File: src/rtl/renkon_output_writer.sv
// Renkon output writer: drains per-core mux results into output feature-map memory.
// Optional macro RENKON_OUTPUT_RELU_EN applies ReLU at the write stage.
module renkon_output_writer #(
    parameter int CORE    = 8,
    parameter int CORELOG = 3,
    parameter int DWIDTH  = 16,
    parameter int AWIDTH  = 12
) (
    input  logic                     clk,
    input  logic                     rst,
    input  logic                     init,
    input  logic [AWIDTH-1:0]        base_addr,
    input  logic [AWIDTH-1:0]        stride,
    input  logic [CORELOG:0]         n_active,
    input  logic                     start,
    output logic                     busy,
    output logic                     round_done,
    output logic [CORELOG:0]         output_re,
    input  logic signed [DWIDTH-1:0] out_data,
    output logic                     mem_we,
    output logic [AWIDTH-1:0]        mem_addr,
    output logic signed [DWIDTH-1:0] mem_wdata
);

    localparam logic [CORELOG:0] CORE_N = (CORELOG+1)'(CORE);

    typedef enum logic [1:0] {
        IDLE,
        DRAIN,
        FLUSH
    } state_t;

    state_t             state;
    logic [CORELOG-1:0] core_cnt;
    logic [CORELOG:0]   n_q;
    logic [CORELOG:0]   n_eff;
    logic [CORELOG-1:0] last_c;
    logic [AWIDTH-1:0]  base_q;
    logic [AWIDTH-1:0]  stride_q;
    logic [AWIDTH-1:0]  pix_cnt;
    logic [AWIDTH-1:0]  addr_cur;
    logic [AWIDTH-1:0]  s1_addr;
    logic               s1_valid;
    logic               flush_cnt;
    logic signed [DWIDTH-1:0] wdata_next;

    // A zero or oversized core count means "all cores".
    always_comb begin
        n_eff = n_q;
        if (n_q == '0 || n_q > CORE_N) begin
            n_eff = CORE_N;
        end
        last_c = CORELOG'(n_eff - 1'b1);
    end

`ifdef RENKON_OUTPUT_RELU_EN
    assign wdata_next = out_data[DWIDTH-1] ? '0 : out_data;
`else
    assign wdata_next = out_data;
`endif

    always_ff @(posedge clk or posedge rst) begin
        if (rst) begin
            state      <= IDLE;
            core_cnt   <= '0;
            n_q        <= '0;
            base_q     <= '0;
            stride_q   <= '0;
            pix_cnt    <= '0;
            addr_cur   <= '0;
            s1_addr    <= '0;
            s1_valid   <= 1'b0;
            flush_cnt  <= 1'b0;
            busy       <= 1'b0;
            round_done <= 1'b0;
            output_re  <= '0;
            mem_we     <= 1'b0;
            mem_addr   <= '0;
            mem_wdata  <= '0;
        end else if (init) begin
            state      <= IDLE;
            core_cnt   <= '0;
            n_q        <= n_active;
            base_q     <= base_addr;
            stride_q   <= stride;
            pix_cnt    <= '0;
            s1_valid   <= 1'b0;
            flush_cnt  <= 1'b0;
            busy       <= 1'b0;
            round_done <= 1'b0;
            output_re  <= '0;
            mem_we     <= 1'b0;
        end else begin
            // Stage 1 tags the address while the mux registers its data;
            // stage 2 pairs that address with out_data.
            mem_we   <= s1_valid;
            if (s1_valid) begin
                mem_addr  <= s1_addr;
                mem_wdata <= wdata_next;
            end
            s1_valid   <= (state == DRAIN);
            if (state == DRAIN) begin
                s1_addr <= addr_cur;
            end
            round_done <= 1'b0;

            unique case (state)
                IDLE: begin
                    if (start) begin
                        state     <= DRAIN;
                        core_cnt  <= '0;
                        addr_cur  <= base_q + pix_cnt;
                        output_re <= (CORELOG+1)'(1);
                        busy      <= 1'b1;
                    end
                end
                DRAIN: begin
                    if (core_cnt == last_c) begin
                        state     <= FLUSH;
                        output_re <= '0;
                        flush_cnt <= 1'b0;
                    end else begin
                        core_cnt  <= core_cnt + 1'b1;
                        addr_cur  <= addr_cur + stride_q;
                        output_re <= output_re + 1'b1;
                    end
                end
                FLUSH: begin
                    if (!flush_cnt) begin
                        flush_cnt  <= 1'b1;
                        round_done <= 1'b1;
                    end else begin
                        flush_cnt <= 1'b0;
                        state     <= IDLE;
                        busy      <= 1'b0;
                        pix_cnt   <= pix_cnt + 1'b1;
                    end
                end
                default: begin
                    state <= IDLE;
                end
            endcase
        end
    end

endmodule

File: config.mk
export PLATFORM = sky130hd
export DESIGN_NAME = renkon_output_writer
export DESIGN_NICKNAME = d
export VERILOG_FILES = /design/src/rtl/renkon_output_writer.sv
export SDC_FILE = /design/constraint.sdc
export NUM_CORES = 1
export LEC_CHECK = 0
export BUFFER_PORTS_ARGS = -buffer_cell sky130_fd_sc_hd__buf_2
export CELL_PAD_IN_SITES_DETAIL_PLACEMENT = 0
export CELL_PAD_IN_SITES_GLOBAL_PLACEMENT = 1
export CORE_MARGIN = 5
export CORE_UTILIZATION = 45
export CTS_BUF_LIST = sky130_fd_sc_hd__clkbuf_4 sky130_fd_sc_hd__clkbuf_8
export CTS_CLUSTER_SIZE = 8
export DETAILED_ROUTE_END_ITERATION = 10
export GPL_ROUTABILITY_DRIVEN = 1
export PLACE_DENSITY_LB_ADDON = 0.25
export SLEW_MARGIN = 20
export SYNTH_ARGS = -nofsm -noshare
export SYNTH_HDL_FRONTEND = slang
export SYNTH_SLANG_ARGS = --single-unit
File: constraint.sdc
create_clock -name clk -period 6.5 [get_ports clk]
set_clock_uncertainty 0.2 [all_clocks]
set_input_delay 0.65 -clock clk [delete_from_list [all_inputs] [get_ports clk]]
set_output_delay 0.65 -clock clk [all_outputs]
set_load 0.02 [all_outputs]
# Word-level counts from Yosys, hierarchy flattened

Cells that the tools add are included.
W data, S select, Z words.

Flip-flop bits (word level): 106
Latch bits: 0
Bits in writable memories: 0
Bits in read-only memories: 0
Output and inout port bits: 35
Word-level logic and storage cells: 83
Memories: 0

$add $sub $neg: 6
Multipliers: 0
Div/mod/pow operators: 0
Magnitude comparators: 1
Equality and inequality tests: 9
Shifts and indexed selects: 0
Mux-type cells: 32
Bitwise operators: 1
Reductions and logical operators: 18

Operator list:

| operator                | number |
|---|---|
| $mux W12                | 5 |
| $add A12 B12 Y12        | 2 |
| $pmux W12 S2            | 1 |
| $add A12 B1 Y12 const B | 1 |
| $mux W3                 | 4 |
| $mux W4                 | 3 |
| $mux W1                 | 10 |
| $reduce_and A2 Y1       | 5 |
| $ne A3 B3 Y1 const B    | 3 |
| $reduce_and A3 Y1       | 3 |
| $reduce_bool A3 Y1      | 3 |
| $mux W2                 | 4 |
| $pmux W4 S2             | 1 |
| $pmux W2 S3             | 1 |
| $pmux W3 S2             | 1 |
| $reduce_bool A2 Y1      | 3 |
| $add A4 B1 Y4 const B   | 1 |
| $gt A4 B4 Y1 const B    | 1 |
| $logic_not A4 Y1        | 1 |
| $ne A2 B2 Y1 const B    | 2 |
| $pmux W1 S2             | 2 |
| $reduce_and A4 Y1       | 1 |
| $add A3 B1 Y3 const B   | 1 |
| $eq A3 B3 Y1            | 1 |
| other kinds (7)         | 7 |

# Depth between registers and ports, before layout

Gate-level depths: netlist (run 1).

Depth in word-level cells: 8
Mapped depth: 8
Gate-level depth less buffers: 8

# Least setup slack after synthesis (run 1)

Ideal clock, no wire load.

Path type: reg-to-reg
From: register n_q[3]
To: register output_re[3]
Data arrival time: 2.147 ns
Setup slack: 4.032 ns
Cell stages (with the launch flop): 9
Path buffers: 0
Cell sequence: dfrtp_1 nand2b_1 ha_1 xor2_1 o211ai_1 o41ai_4 nor2_2 a21o_1 a22o_1

Cells in the longest elaborated chain, start to end: 8
Elaborated cells on any way between the ends: 9
Classes of those cells: add/sub (1); order compare (1); eq/ne (1); mux (4); reduce/logical (2)

Ends and longest elaborated chain:

| what                                             | line | source |
|---|---|---|
| from (decl)                                      | 35   | `logic [CORELOG:0] n_q;` |
| from (signal assigned)                           | 83   | `n_q <= n_active;` |
| $gt A4 B4 Y1 or $logic_not A4 Y1 (tied branches) | 50   | `if (n_q == '0 \|\| n_q > CORE_N) begin` |
| $logic_or A1 B1 Y1 (*)                           | 50   |  |
| $mux W3 (*)                                      | 50   |  |
| $sub A3 B1 Y3 (*)                                | 53   | `last_c = CORELOG'(n_eff - 1'b1);` |
| $eq A3 B3 Y1 (*)                                 | 118  | `if (core_cnt == last_c) begin` |
| $mux W4 (*)                                      | 118  |  |
| $pmux W4 S2 (*)                                  | 107  | `unique case (state)` |
| $mux W4 (*)                                      | 80   | `end else if (init) begin` |
| to (signal assigned)                             | 113  | `output_re <= (CORELOG+1)'(1);` |
| to (signal assigned)                             | 125  | `output_re <= output_re + 1'b1;` |
| to (decl)                                        | 18   | `output logic [CORELOG:0] output_re,` |

Every way passes the cells marked *; elsewhere a longest branch is shown, timed or not.
A chain may end at the register's enable or synchronous reset.

# Worst setup path after layout (run 1)

Ends and elaborated chain as after synthesis.

==> results.tsv, run 1 <==
stage	metric	value	unit
placement	Cells after DPL	673	
sta	Tightest Pin Transition	0.953	ns
placement	port bufs	82	
placement	DP Worst Slack	3.46	ns
sta	max_slew headroom	36.2	%
critical_path	worst-path maximum fanout	18	
clock_network	postcts setup bufs	0	
sta	Pins Over Slew Limit	0	
die	DIE HEIGHT	119	um
global_routing	Tot GR Track Use	16.4	%
sta	Final WS setup	3.44	ns
critical_path	critical path cell sequence	nand2b_1 > ha_1 > xor2_1 > o211ai_1 > o41ai_4 > nor2_2 > a21o_1 > a22o_1	
power_and_ir_drop	Seq pwr share	45.9	%
die	Core ar.	0.0115	sq mm
critical_path	worst r2r dst	output_re[3]$_DFFE_PP0P_	
layout	non-filler instance count after layout	688	
detailed_routing	DRC errors left	0	
critical_path	CP required	6.57	ns
layout	fill count	1041	
layout	Final nets	617	
clock_network	later-pin clock latency in the skew report	0.37	ns
synthesis	post-synthesis register bit count	106	
global_routing	vias in the first global route	3801	
die	starting density of the core	46.1	%
critical_path	worst r2r src	n_q[3]$_DFFE_PP0P_	
die	Die Wd	119	um
synthesis	Post-synth EDFFs	0	
synthesis	synthesized area	0.00531	sq mm
critical_path	CP peak stage delay	0.91	ns
critical_path	Worst Setup Start Kind	register	
critical_path	arrival time worst endpoint	3.12	ns
detailed_routing	ANT nets after route	0	
synthesis	Synthesized Nets	535	
placement	Post-DP Area	0.00588	sq mm
global_routing	grt total ovfl	0	
clock_network	root buf cell	clkbuf_8	
power_and_ir_drop	Peak VDD IR	151	uV
die	die area	0.0141	sq mm
sta	Tmin final	3.06	ns
clock_network	clk buf depth	2	
global_routing	largest net degree at the start of global routing	70	
sta	unrepaired setup endpoints after global routing	false	
die	# IOs	83	
layout	share of cells above drive strength 1	32.5	%
critical_path	Setup crit end kind	register	
critical_path	WS Path Type	register to register	
placement	gpl congestion	0.818	
power_and_ir_drop	Switching Share	32.0	%
synthesis	synth top area cells	dfrtp_1, mux2_2, ha_1, xnor2_1, o21ai_0	
clock_network	TritonCTS Buffers	9	
synthesis	Seq/Total Area, Yosys	50.0	%
synthesis	Async S/R FF share, synth	100	%
power_and_ir_drop	internal power	0.00132	W
layout	P&R area growth vs syn	14.9	%
global_routing	first-pass GRT wire length	18700	um
flow_run	MaxCap Viol Count	0	
layout	Inserted Diodes	0	
die	row cnt	39	
clock_network	CTS Sinks	106	
sta	setup TNS	0	ns
power_and_ir_drop	P_sw	0.000624	W
synthesis	post-synth top area cell	dfrtp_1	
synthesis	Syn Inst Count	459	
power_and_ir_drop	Pwr Density	319	mW/mm^2
sta	Hold Fails Final Rpt	0	
detailed_routing	Pre-Repair DR Iteration Count	4	
detailed_routing	drt wl/cell	15.8	um
placement	dpl hpwl	8170	um
synthesis	Syn Area/Cell	11.6	sq um
synthesis	Yosys cell types	48	
power_and_ir_drop	leakage power	2.85	nW
power_and_ir_drop	Clock power frac	23.3	%
sta	setup violators final	0	
power_and_ir_drop	Gate power share	30.8	%
critical_path	slowest stage cell, crit path	o41ai_4	
clock_network	Worst-path clk slew	0.09	ns
sta	final period utilization	47.0	%
detailed_routing	Vias	3700	
clock_network	CTS tree	built	
clock_network	post-cts resize count	0	
sta	Max Fclk	0.327	GHz
detailed_routing	Initial DRC Count	116	
clock_network	H-tree Lvls	3	
run_status	status	complete, no violations	
critical_path	R2R depth	8	
min_path	Hold Crit Class	input port to asynchronous set/reset pin	
detailed_routing	Routed Wire Length	10900	um
critical_path	reg2reg setup slack	3.44	ns
synthesis	Most used DFF post-synth	dfrtp_1	
detailed_routing	drt via density	5.38	
clock_network	hold buffer count at cts	0	
synthesis	top cell type's share of synthesized area	50.0	%
global_routing	antenna violations before repair	0	
layout	Design Area, Final	0.00610	sq mm
synthesis	Yosys Warn Count	0	
==> routing by layer <==
metal / vias to the layer above / wire [um] / share of wire [%] / track usage, %
met2: 48 / 5270 / 49 / 26.3
met1: 1815 / 5010 / 46 / 21.4
met5: - / 0 / 0 / 0
li1: 1823 / - / - / -
met4: 0 / 178 / 1.6 / 4.71
met3: 14 / 404 / 3.7 / 5.16
==> kinds of logic (layout without fill, tap and decap cells) <==
family | after synthesis | count (layout) | share of synthesized area (%)
compound gates | 99 | 99 | 12.3
simple gates | 102 | 102 | 9.35
flops | 106 | 106 | 50.0
mux | 73 | 73 | 15.4
fa+ha+maj | 28 | 28 | 6.88
buf+inv | 25 | 111 | 1.81
xor+xnor | 26 | 26 | 4.29
==> registers in the layout, summed over array words and instances, names as in the netlist <==
| register | count |
|---|---|
| pix_cnt | 12 |
| mem_addr | 12 |
| base_q | 12 |
| s1_addr | 12 |
| core_cnt | 3 |
| flush_cnt | 1 |
| state | 2 |
| mem_wdata | 16 |
| mem_we | 1 |
| output_re | 4 |
| addr_cur | 12 |
| stride_q | 12 |
| busy | 1 |
| n_q | 4 |
| s1_valid | 1 |
| round_done | 1 |
==> worst max path at each step <==
stage                                   from                       end  slack [ns]
after floorplan                          rst   addr_cur[0]$_DFFE_PP0P_        2.86
after global placement    n_q[3]$_DFFE_PP0P_  output_re[3]$_DFFE_PP0P_        3.51
after detailed placement  n_q[3]$_DFFE_PP0P_  output_re[3]$_DFFE_PP0P_        3.46
after CTS                 n_q[3]$_DFFE_PP0P_  output_re[3]$_DFFE_PP0P_        3.42
after global routing      n_q[3]$_DFFE_PP0P_  output_re[3]$_DFFE_PP0P_        3.20
final                     n_q[3]$_DFFE_PP0P_  output_re[3]$_DFFE_PP0P_        3.44
==> cells in the mapped netlist, types with 3 or more instances <==
cell	count
nor3_1	6
o211ai_1	4
nand3_1	6
nand2_1	26
a21o_1	11
a31oi_1	5
o21ai_0	28
clkbuf_1	11
mux2i_1	3
dfrtp_1	106
nand2b_1	4
or3_1	4
ha_1	26
nor4_1	5
inv_1	9
a22o_1	3
a211oi_1	7
nor2b_1	3
a21oi_1	19
nand4_1	4
nor2_1	31
and4_1	3
mux2_2	70
o21bai_1	5
xor2_1	9
xnor2_1	17
and2_1	3
nand3b_1	4
==> cell type report <==
cell class	instances	area (sq um)	area share, %
inverter	10	40.0	0.656
clock buffer	13	166	2.73
timing repair buffer	86	440	7.22
multi-input combinational	328	2560	42.0
clock inverter	2	60.1	0.984
tap	143	179	2.93
sequential	106	2650	43.5
==> critical path, delay by kind of cell, from the launching register on <==
family	cells	cell delay [ns]
XOR/XNOR	1	0.15
flip-flops	1	0.42
AO/OA/AOI/OAI	4	1.51
AND/OR/NAND/NOR	2	0.36
adder cells (fa/ha/maj)	1	0.30
==> metrics by stage <==
stage	power, W	hold WS, ns	util (%)
2_1_floorplan	0.00133	0.270	-
3_3_place_gp	0.00150	0.284	51.0
3_5_place_dp	0.00152	0.290	51.0
4_1_cts	0.00198	0.0865	53.0
5_1_grt	0.00209	0.101	53.0
6_report	0.00195	0.0896	53.0
==> layout by cell type, fill, tap and decap left out, types with 2 or more instances in the layout <==
cell / instances
and2_1: 3
or3_1: 4
a22o_1: 3
clkbuf_4: 2
nor2b_1: 2
nand4_1: 4
o21bai_1: 5
nand2_1: 26
buf_2: 82
clkbuf_8: 11
nor2_1: 31
nand3_1: 6
dfrtp_1: 106
a211oi_1: 7
a21o_1: 11
o211ai_1: 4
a21boi_0: 2
bufinv_16: 2
xor2_1: 9
o21ai_0: 28
nor4_1: 5
ha_1: 26
a21oi_1: 19
fa_1: 2
and4_1: 3
mux2_2: 70
nor3_1: 6
o22ai_1: 2
a31oi_1: 5
xnor2_1: 17
nand2b_1: 4
o2bb2ai_1: 2
buf_4: 4
nand3b_1: 4
inv_1: 8
a2111oi_0: 2
mux2i_1: 3
==> power by group through the flow <==
stage / Clock [W] / Sequential [W] / Combinational (W)
final: 0.000453 / 0.000895 / 0.000601
after global routing: 0.000504 / 0.000917 / 0.000668
after CTS: 0.000475 / 0.000898 / 0.000608
after detailed placement: 0 / 0.000911 / 0.000604
after global placement: 0 / 0.000904 / 0.000593
after floorplan: 0 / 0.000967 / 0.000362
No activity file was read; power rests on OpenSTA's default activity.
==> inputs of run 2 (changes only) <==
--- a/config.mk
+++ b/config.mk
@@ -5,11 +5,12 @@
 export SDC_FILE = /design/constraint.sdc
 export NUM_CORES = 1
 export LEC_CHECK = 0
+export ABC_AREA = 1
 export BUFFER_PORTS_ARGS = -buffer_cell sky130_fd_sc_hd__buf_2
 export CELL_PAD_IN_SITES_DETAIL_PLACEMENT = 0
 export CELL_PAD_IN_SITES_GLOBAL_PLACEMENT = 1
 export CORE_MARGIN = 5
-export CORE_UTILIZATION = 45
+export CORE_UTILIZATION = 39
 export CTS_BUF_LIST = sky130_fd_sc_hd__clkbuf_4 sky130_fd_sc_hd__clkbuf_8
 export CTS_CLUSTER_SIZE = 8
 export DETAILED_ROUTE_END_ITERATION = 10
==> constraint.sdc (replaced) <==
create_clock -name clk -period 2.8 [get_ports clk]
set_clock_uncertainty 0.2 [all_clocks]
set_input_delay 0.28 -clock clk [delete_from_list [all_inputs] [get_ports clk]]
set_output_delay 0.28 -clock clk [all_outputs]
set_load 0.02 [all_outputs]
==> run 2 against run 1 <==
  * Synthesized area grew 8.3%
  * Power is 110% higher
  * Register-to-register slack worse by 2.8 ns
  * Final cell count grew 56%
  * Worst setup slack lost 2.8 ns
  * Worst hold slack got worse by 0.014 ns
  * Utilization is 5.0 points lower
  * Count of clock-buffer cells in the layout is 2 lower
  * Combinational power increased by 120%
  * Via count increased by 36%
  * Global-route usage is 0.65 points higher
  * Wire length increased by 30%
  * Largest cell class is now multi-input combinational cells
  * Highest routed layer unchanged
==> results.tsv, run 2 <==
stage	metric	value	unit	change
run_status	status	complete, no violations		
sta	Tmin final	2.20	ns	-0.860 ns
detailed_routing	Routed Wire Length	14100	um	+30%
synthesis	Post-synth EDFFs	0		unchanged
power_and_ir_drop	Clock power frac	20.8	%	-2.5 points
detailed_routing	DRC errors left	0		unchanged
sta	setup violators final	0		unchanged
clock_network	postcts setup bufs	0		unchanged
layout	most common cell after layout, fill and taps aside	nand2_1		
sta	setup TNS	0	ns	unchanged
synthesis	post-synth top area cell	dfrtp_1		
synthesis	Async S/R FF share, synth	100	%	unchanged
sta	Tightest Pin Transition	0.705	ns	-0.248 ns
power_and_ir_drop	leakage power	3.86	nW	+36%
layout	share of cells above drive strength 1	14.2	%	-18 points
critical_path	Setup crit end kind	register		
critical_path	critical path cell sequence	ha_1 > fa_1 > inv_1 > nor2_1 > nor2_1 > inv_1 > nand2_1 > nand2_1 > nand2_1 > nand2_1 > o21ai_0 > nand2_1 > nand2_1		
synthesis	main combinational cell family by area after synthesis	simple AND/OR/NAND/NOR gates		
synthesis	Simple-Gate Fraction of Synth Area	33.0	%	+24 points
die	# IOs	83		unchanged
detailed_routing	Initial DRC Count	220		+90%
global_routing	first-pass GRT wire length	24800	um	+33%
die	starting density of the core	39.7	%	-6.4 points
critical_path	WS Path Type	register to register		
power_and_ir_drop	internal power	0.00263	W	+99%
detailed_routing	ANT nets after route	0		unchanged
die	Die Wd	131	um	+11%
layout	most frequent cells in the layout	nand2_1, dfrtp_1, buf_2, inv_1, dlygate4sd3_1		
layout	Inserted Diodes	0		unchanged
detailed_routing	drt via density	4.69		-13%
sta	unrepaired setup endpoints after global routing	false		
layout	Largest register FFs	16		unchanged
clock_network	CTS Sinks	106		unchanged
synthesis	post-synthesis xor/xnor area fraction	1.52	%	-2.8 points
die	Core ar.	0.0145	sq mm	+26%
global_routing	grt total ovfl	0		unchanged
detailed_routing	Vias	5033		+36%
power_and_ir_drop	Switching Share	36.6	%	+4.6 points
power_and_ir_drop	Gate power share	31.4	%	+0.6 points
clock_network	later-pin clock latency in the skew report	0.37	ns	about the same
synthesis	Seq/Total Area, Yosys	46.1	%	-3.8 points
synthesis	mux share of post-synthesis cell area	0	%	-15 points
clock_network	Worst-path clk slew	0.10	ns	about the same
die	row cnt	44		+13%
synthesis	Yosys Warn Count	0		unchanged
critical_path	slowest stage cell, crit path	fa_1		
die	die area	0.0173	sq mm	+23%
synthesis	Syn Inst Count	760		+66%
synthesis	most common cell in the synthesized netlist	nand2_1		
power_and_ir_drop	Seq pwr share	47.8	%	+1.9 points
sta	Pins Over Slew Limit	0		unchanged
placement	gpl congestion	0.886		+8.3%
layout	fill count	1464		+41%
sta	Hold Fails Final Rpt	0		unchanged
critical_path	worst-path maximum fanout	4		-14
power_and_ir_drop	P_sw	0.00152	W	+140%
global_routing	antenna violations before repair	0		unchanged
placement	Cells after DPL	1012		+50%
layout	non-filler instance count after layout	1072		+56%
layout	Final nets	960		+56%
synthesis	top post-synthesis cells by count	nand2_1, dfrtp_1, inv_1		
critical_path	reg2reg setup slack	0.60	ns	-2.84 ns
synthesis	Yosys cell types	39		-19%
layout	P&R area growth vs syn	20.9	%	
layout	Biggest register	mem_wdata		
clock_network	clk buf depth	2		unchanged
global_routing	largest net degree at the start of global routing	53		-24%
critical_path	arrival time worst endpoint	2.31	ns	-0.81 ns
critical_path	CP peak stage delay	0.44	ns	-0.47 ns
flow_run	MaxCap Viol Count	0		unchanged
clock_network	root buf cell	clkbuf_8		
placement	port bufs	82		unchanged
clock_network	TritonCTS Buffers	9		unchanged
synthesis	Synth Area in Adders	6.35	%	-0.53 points
synthesis	post-synthesis register bit count	106		unchanged
synthesis	Synthesized Nets	836		+56%
sta	max_slew headroom	52.9	%	+17 points
clock_network	H-tree Lvls	3		unchanged
clock_network	CTS tree	built		
synthesis	Most used DFF post-synth	dfrtp_1		
global_routing	vias in the first global route	5087		+34%
synthesis	Compound-Gate Fraction of Synth Area	6.16	%	-6.1 points
detailed_routing	Pre-Repair DR Iteration Count	4		unchanged
placement	dpl hpwl	10500	um	+28%
critical_path	Critical Path Most Common Cell	nand2_1		
critical_path	CP required	2.91	ns	-3.66 ns
global_routing	Tot GR Track Use	17.0	%	+0.65 points
detailed_routing	drt wl/cell	13.1	um	-17%
synthesis	Syn Area/Cell	7.57	sq um	-35%
sta	final period utilization	78.5	%	+31 points
power_and_ir_drop	Pwr Density	597	mW/mm^2	+87%
min_path	Hold Crit Class	input port to register		
power_and_ir_drop	Power, Total	0.00415	W	+110%
synthesis	synthesized area	0.00575	sq mm	+8.3%
power_and_ir_drop	Peak VDD IR	251	uV	+66%
synthesis	synth top area cells	dfrtp_1, nand2_1, ha_1, inv_1, nand3_1		
die	DIE HEIGHT	131	um	+11%
sta	Max Fclk	0.455	GHz	+39%
synthesis	top cell type's share of synthesized area	46.1	%	-3.8 points
critical_path	Worst Setup Start Kind	register		
sta	Hold Slack	0.0757	ns	-0.0138 ns
-- run 2: changes by cell type after synthesis, sizes merged, moves of 7 or more --
| cell | previous run | this run |
|---|---|---|
| xnor2 | 17 | 4 |
| inv | 10 | 73 |
| buf | 4 | 14 |
| a211oi | 7 | 0 |
| nand3 | 6 | 40 |
| mux2 | 70 | 0 |
| nand4 | 4 | 14 |
| o21ai | 28 | 39 |
| nand2 | 26 | 358 |
| a21o | 11 | 1 |
-- run 2: cell families (layout without fill, tap and decap cells) --
| logic type | after synthesis | count (layout) |
|---|---|---|
| AO/OA/AOI/OAI | 66 | 66 |
| XOR/XNOR | 10 | 10 |
| adder cells (fa/ha/maj) | 28 | 28 |
| buffers and inverters | 93 | 221 |
| flip-flops | 106 | 106 |
| AND/OR/NAND/NOR | 457 | 457 |
-- run 2: worst paths after layout --
kind | start | end | cells past startpoint
worst max register to register | pix_cnt[0]$_DFFE_PP0P_ | addr_cur[6]$_DFFE_PP0P_ | 13
min in group asynchronous | rst | mem_addr[2]$_DFFE_PP0P_ | 3
worst max-delay path | pix_cnt[0]$_DFFE_PP0P_ | addr_cur[6]$_DFFE_PP0P_ | 13
max in group asynchronous | rst | pix_cnt[0]$_DFFE_PP0P_ | 4
worst min register to register | s1_addr[4]$_DFFE_PP0P_ | mem_addr[4]$_DFFE_PP0P_ | 2
worst min-delay path | init | stride_q[0]$_DFFE_PP0P_ | 4
-- run 2: critical path, delay by kind of cell, from the launching register on --
family	cells	cell delay, ns
flops	1	0.41
compound gates	1	0.14
fa+ha+maj	2	0.68
buf+inv	2	0.15
simple gates	8	0.56
-- run 2: layout make-up --
type                    count  area [sq um]  area share (%)
flip-flops and latches    106          2650            38.2
well taps                 184           230            3.31
multi-input cells         561          2700            38.9
repair buffers            133           918            13.2
inverters                  73           278            4.00
clock inverters             4          30.0           0.432
clock buffers              11           139            2.00
-- run 2: timing repair --
action	4_1_cts	5_1_grt
hold buffers	45	0
gates resized for setup	0	0
endpoints found under the hold margin	74	0
-- run 2: power by group through the flow --
stage / clock network (W) / logic (W) / registers, W
final: 0.000863 / 0.00130 / 0.00198
after global routing: 0.000967 / 0.00150 / 0.00202
after CTS: 0.000914 / 0.00132 / 0.00199
after detailed placement: 0 / 0.00127 / 0.00202
after global placement: 0 / 0.00126 / 0.00201
after floorplan: 0 / 0.000757 / 0.00212
-- run 2: layer usage --
layer  global-route usage (%)  wire length (um)  up-vias
met1                     22.5              6620     2270
met5                        0                 0        -
li1                         -                 -     2634
met4                     6.11               333        0
met3                     3.13               635       22
met2                     28.0              6480      107
-- run 2: stage by stage --
step / utilization, % / instance area (sq um) / setup slack, ns
final: 48.0 / 6950 / 0.602
after global routing: 48.0 / 6950 / 0.410
after CTS: 48.0 / 6950 / 0.610
after detailed placement: 43.7 / 6330 / 0.631
after global placement: 43.7 / 6330 / 0.652
after floorplan: - / 5750 / 0.805
==> inputs of run 3 (changes only) <==
--- a/config.mk
+++ b/config.mk
@@ -10,7 +10,7 @@
 export CELL_PAD_IN_SITES_DETAIL_PLACEMENT = 0
 export CELL_PAD_IN_SITES_GLOBAL_PLACEMENT = 1
 export CORE_MARGIN = 5
-export CORE_UTILIZATION = 39
+export CORE_UTILIZATION = 43
 export CTS_BUF_LIST = sky130_fd_sc_hd__clkbuf_4 sky130_fd_sc_hd__clkbuf_8
 export CTS_CLUSTER_SIZE = 8
 export DETAILED_ROUTE_END_ITERATION = 10
==> constraint.sdc (replaced) <==
create_clock -name clk -period 2.2 [get_ports clk]
set_clock_uncertainty 0.2 [all_clocks]
set_input_delay 0.22 -clock clk [delete_from_list [all_inputs] [get_ports clk]]
set_output_delay 0.22 -clock clk [all_outputs]
set_load 0.02 [all_outputs]
==> run 3 against run 2 <==
  * Critical path type unchanged
  * Via count increased by 1.5%
  * Final area increased by 1.8%
  * Maximum frequency increased by 7.6%
  * Largest power group unchanged
  * Combinational power increased by 30%
  * First-iteration DRC count increased by 35%
  * Sequential share of layout area decreased by 0.67 points
==> results.tsv, run 3 (synthesis results as in run 2) <==
stage	metric	value	unit	change
run_status	status	complete, no violations		
clock_network	Worst-path clk slew	0.11	ns	about the same
layout	share of cells above drive strength 1	15.4	%	+1.2 points
sta	Hold Fails Final Rpt	0		unchanged
placement	gpl congestion	0.939		+5.9%
clock_network	TritonCTS Buffers	9		unchanged
detailed_routing	drt wl/cell	12.8	um	-2.2%
placement	DP Worst Slack	0.113	ns	-0.518 ns
critical_path	critical path cell sequence	inv_1 > nand2_2 > ha_1 > xnor2_1 > xor2_1 > nand3_2 > nand2_4 > nor2_8 > buf_4 > nand2_1 > o21ai_2		
layout	fill count	1280		-13%
clock_network	CTS tree	built		
global_routing	largest net degree at the start of global routing	44		-17%
sta	final period utilization	92.9	%	+14 points
detailed_routing	Vias	5106		+1.5%
placement	Cells after DPL	1010		-0.20%
sta	setup violators final	0		unchanged
critical_path	CP peak stage delay	0.39	ns	-0.05 ns
die	Die Wd	126	um	-4.4%
global_routing	grt total ovfl	0		unchanged
power_and_ir_drop	Peak VDD IR	369	uV	+47%
detailed_routing	ANT nets after route	0		unchanged
critical_path	CP required	2.27	ns	-0.64 ns
clock_network	later-pin clock latency in the skew report	0.37	ns	about the same
die	# IOs	83		unchanged
critical_path	worst r2r dst	addr_cur[1]$_DFFE_PP0P_		
layout	most common cell after layout, fill and taps aside	nand2_1		
critical_path	Worst Setup Start Kind	register		
flow_run	MaxCap Viol Count	0		unchanged
critical_path	Worst Setup EP	addr_cur[1]$_DFFE_PP0P_		
critical_path	Worst Setup SP	n_q[3]$_DFFE_PP0P_		
sta	max_slew headroom	50.1	%	-2.8 points
clock_network	H-tree Lvls	3		unchanged
detailed_routing	Initial DRC Count	297		+35%
power_and_ir_drop	Switching Share	36.3	%	-0.34 points
sta	unrepaired setup endpoints after global routing	false		
global_routing	antenna violations before repair	0		unchanged
power_and_ir_drop	internal power	0.00348	W	+32%
power_and_ir_drop	Clock power frac	22.7	%	+1.9 points
critical_path	reg2reg setup slack	0.16	ns	-0.45 ns
layout	non-filler instance count after layout	1073		+0.093%
power_and_ir_drop	Pwr Density	771	mW/mm^2	+29%
sta	setup TNS	0	ns	unchanged
layout	Biggest register	mem_wdata		
power_and_ir_drop	leakage power	3.93	nW	+1.8%
die	row cnt	42		-4.5%
clock_network	root buf cell	clkbuf_8		
layout	Final nets	969		+0.94%
global_routing	Tot GR Track Use	18.2	%	+1.2 points
die	starting density of the core	43.6	%	+3.9 points
min_path	Hold Crit Class	input port to register		
critical_path	worst r2r src	n_q[3]$_DFFE_PP0P_		
die	DIE HEIGHT	126	um	-4.4%
critical_path	WS Path Type	register to register		
sta	Tightest Pin Transition	0.747	ns	+0.0419 ns
placement	dpl hpwl	10400	um	-0.57%
critical_path	family with the most delay on the worst path	simple AND/OR/NAND/NOR gates		
sta	Pins Over Slew Limit	0		unchanged
critical_path	Setup crit end kind	register		
clock_network	clk buf depth	2		unchanged
critical_path	arrival time worst endpoint	2.11	ns	-0.20 ns
layout	Inserted Diodes	0		unchanged
die	die area	0.0158	sq mm	-8.6%
sta	Hold Slack	0.00907	ns	-0.0667 ns
detailed_routing	drt via density	4.76		+1.4%
layout	most frequent cells in the layout	nand2_1, dfrtp_1, buf_2, inv_1, dlygate4sd3_1		
critical_path	WP buf/inv	2		unchanged
sta	Tmin final	2.04	ns	-0.155 ns
global_routing	first-pass GRT wire length	23900	um	-3.7%
die	Core ar.	0.0132	sq mm	-8.9%
clock_network	CTS Sinks	106		unchanged
critical_path	R2R depth	11		-2
detailed_routing	Pre-Repair DR Iteration Count	6		+2
detailed_routing	Routed Wire Length	13800	um	-2.1%
critical_path	worst-path maximum fanout	17		+13
power_and_ir_drop	Power, Total	0.00546	W	+31%
layout	Largest register FFs	16		unchanged
power_and_ir_drop	Gate power share	30.9	%	-0.5 points
detailed_routing	DRC errors left	0		unchanged
placement	port bufs	82		unchanged
critical_path	slowest stage cell, crit path	dfrtp_1		
power_and_ir_drop	P_sw	0.00198	W	+30%
critical_path	CP Depth	11		-2
sta	Max Fclk	0.490	GHz	+7.6%
global_routing	vias in the first global route	5022		-1.3%
power_and_ir_drop	Seq pwr share	46.4	%	-1.4 points
sta	Final WS setup	0.157	ns	-0.445 ns
layout	P&R area growth vs syn	23.1	%	
-- run 3: timing repair --
action,CTS,global route
endpoints found under the setup margin,0,6
hold buffers,46,0
setup buffers,0,2
gates resized for setup,0,5
hold endpoints to repair,72,0
-- run 3: power groups by stage --
stage	clock (W)	sequential, W	combinational [W]
5_1_grt	0.00135	0.00258	0.00193
2_1_floorplan	0	0.00270	0.000963
4_1_cts	0.00129	0.00253	0.00170
6_report	0.00124	0.00253	0.00169
3_3_place_gp	0	0.00256	0.00161
3_5_place_dp	0	0.00257	0.00162
-- run 3: metrics by stage --
| step | area [sq um] | util [%] |
|---|---|---|
| after floorplan | 5750 | - |
| after global placement | 6390 | 48.5 |
| after detailed placement | 6390 | 48.5 |
| after CTS | 7050 | 53.5 |
| after global routing | 7080 | 53.7 |
| final | 7080 | 53.7 |
-- run 3: metal layers --
layer  vias to the layer above  GRT usage (%)  wire length (um)  part of all wire [%]
li1                       2659              -                 -                     -
met1                      2338           24.3              6450                    47
met2                        84           30.2              6560                    48
met3                        25           2.96               445                   3.2
met4                         0           6.57               314                   2.3
met5                         -              0                 0                     0
-- run 3: worst min path at each step --
stage	startpoint	to	cells after the start
2_1_floorplan	out_data[0]	mem_wdata[0]$_DFFE_PP0P_	2
3_5_place_dp	rst	stride_q[3]$_DFFE_PP0P_	2
3_3_place_gp	rst	stride_q[2]$_DFFE_PP0P_	2
4_1_cts	init	n_q[2]$_DFFE_PP0P_	3
5_1_grt	init	n_q[2]$_DFFE_PP0P_	3
6_report	init	n_q[2]$_DFFE_PP0P_	3
-- run 3: final cells by class --
type	instances	area, sq um	share of cell area [%]
Multi-Input combinational cell	561	2710	38.3
Clock buffer	9	124	1.75
Tap cell	176	220	3.11
Inverter	73	278	3.93
Clock inverter	6	75.1	1.06
Sequential cell	106	2650	37.5
Timing Repair Buffer	142	1010	14.3
-- run 3: worst reg2reg max path: cells and delay by family, from the launching register on --
kind / cells / cell delay [ns]
and+or+nand+nor: 5 / 0.44
AOI/OAI and AO/OA: 1 / 0.05
buffers and inverters: 2 / 0.24
adders and majority gates: 1 / 0.20
DFF: 1 / 0.39
xor gates and xnor gates: 2 / 0.39
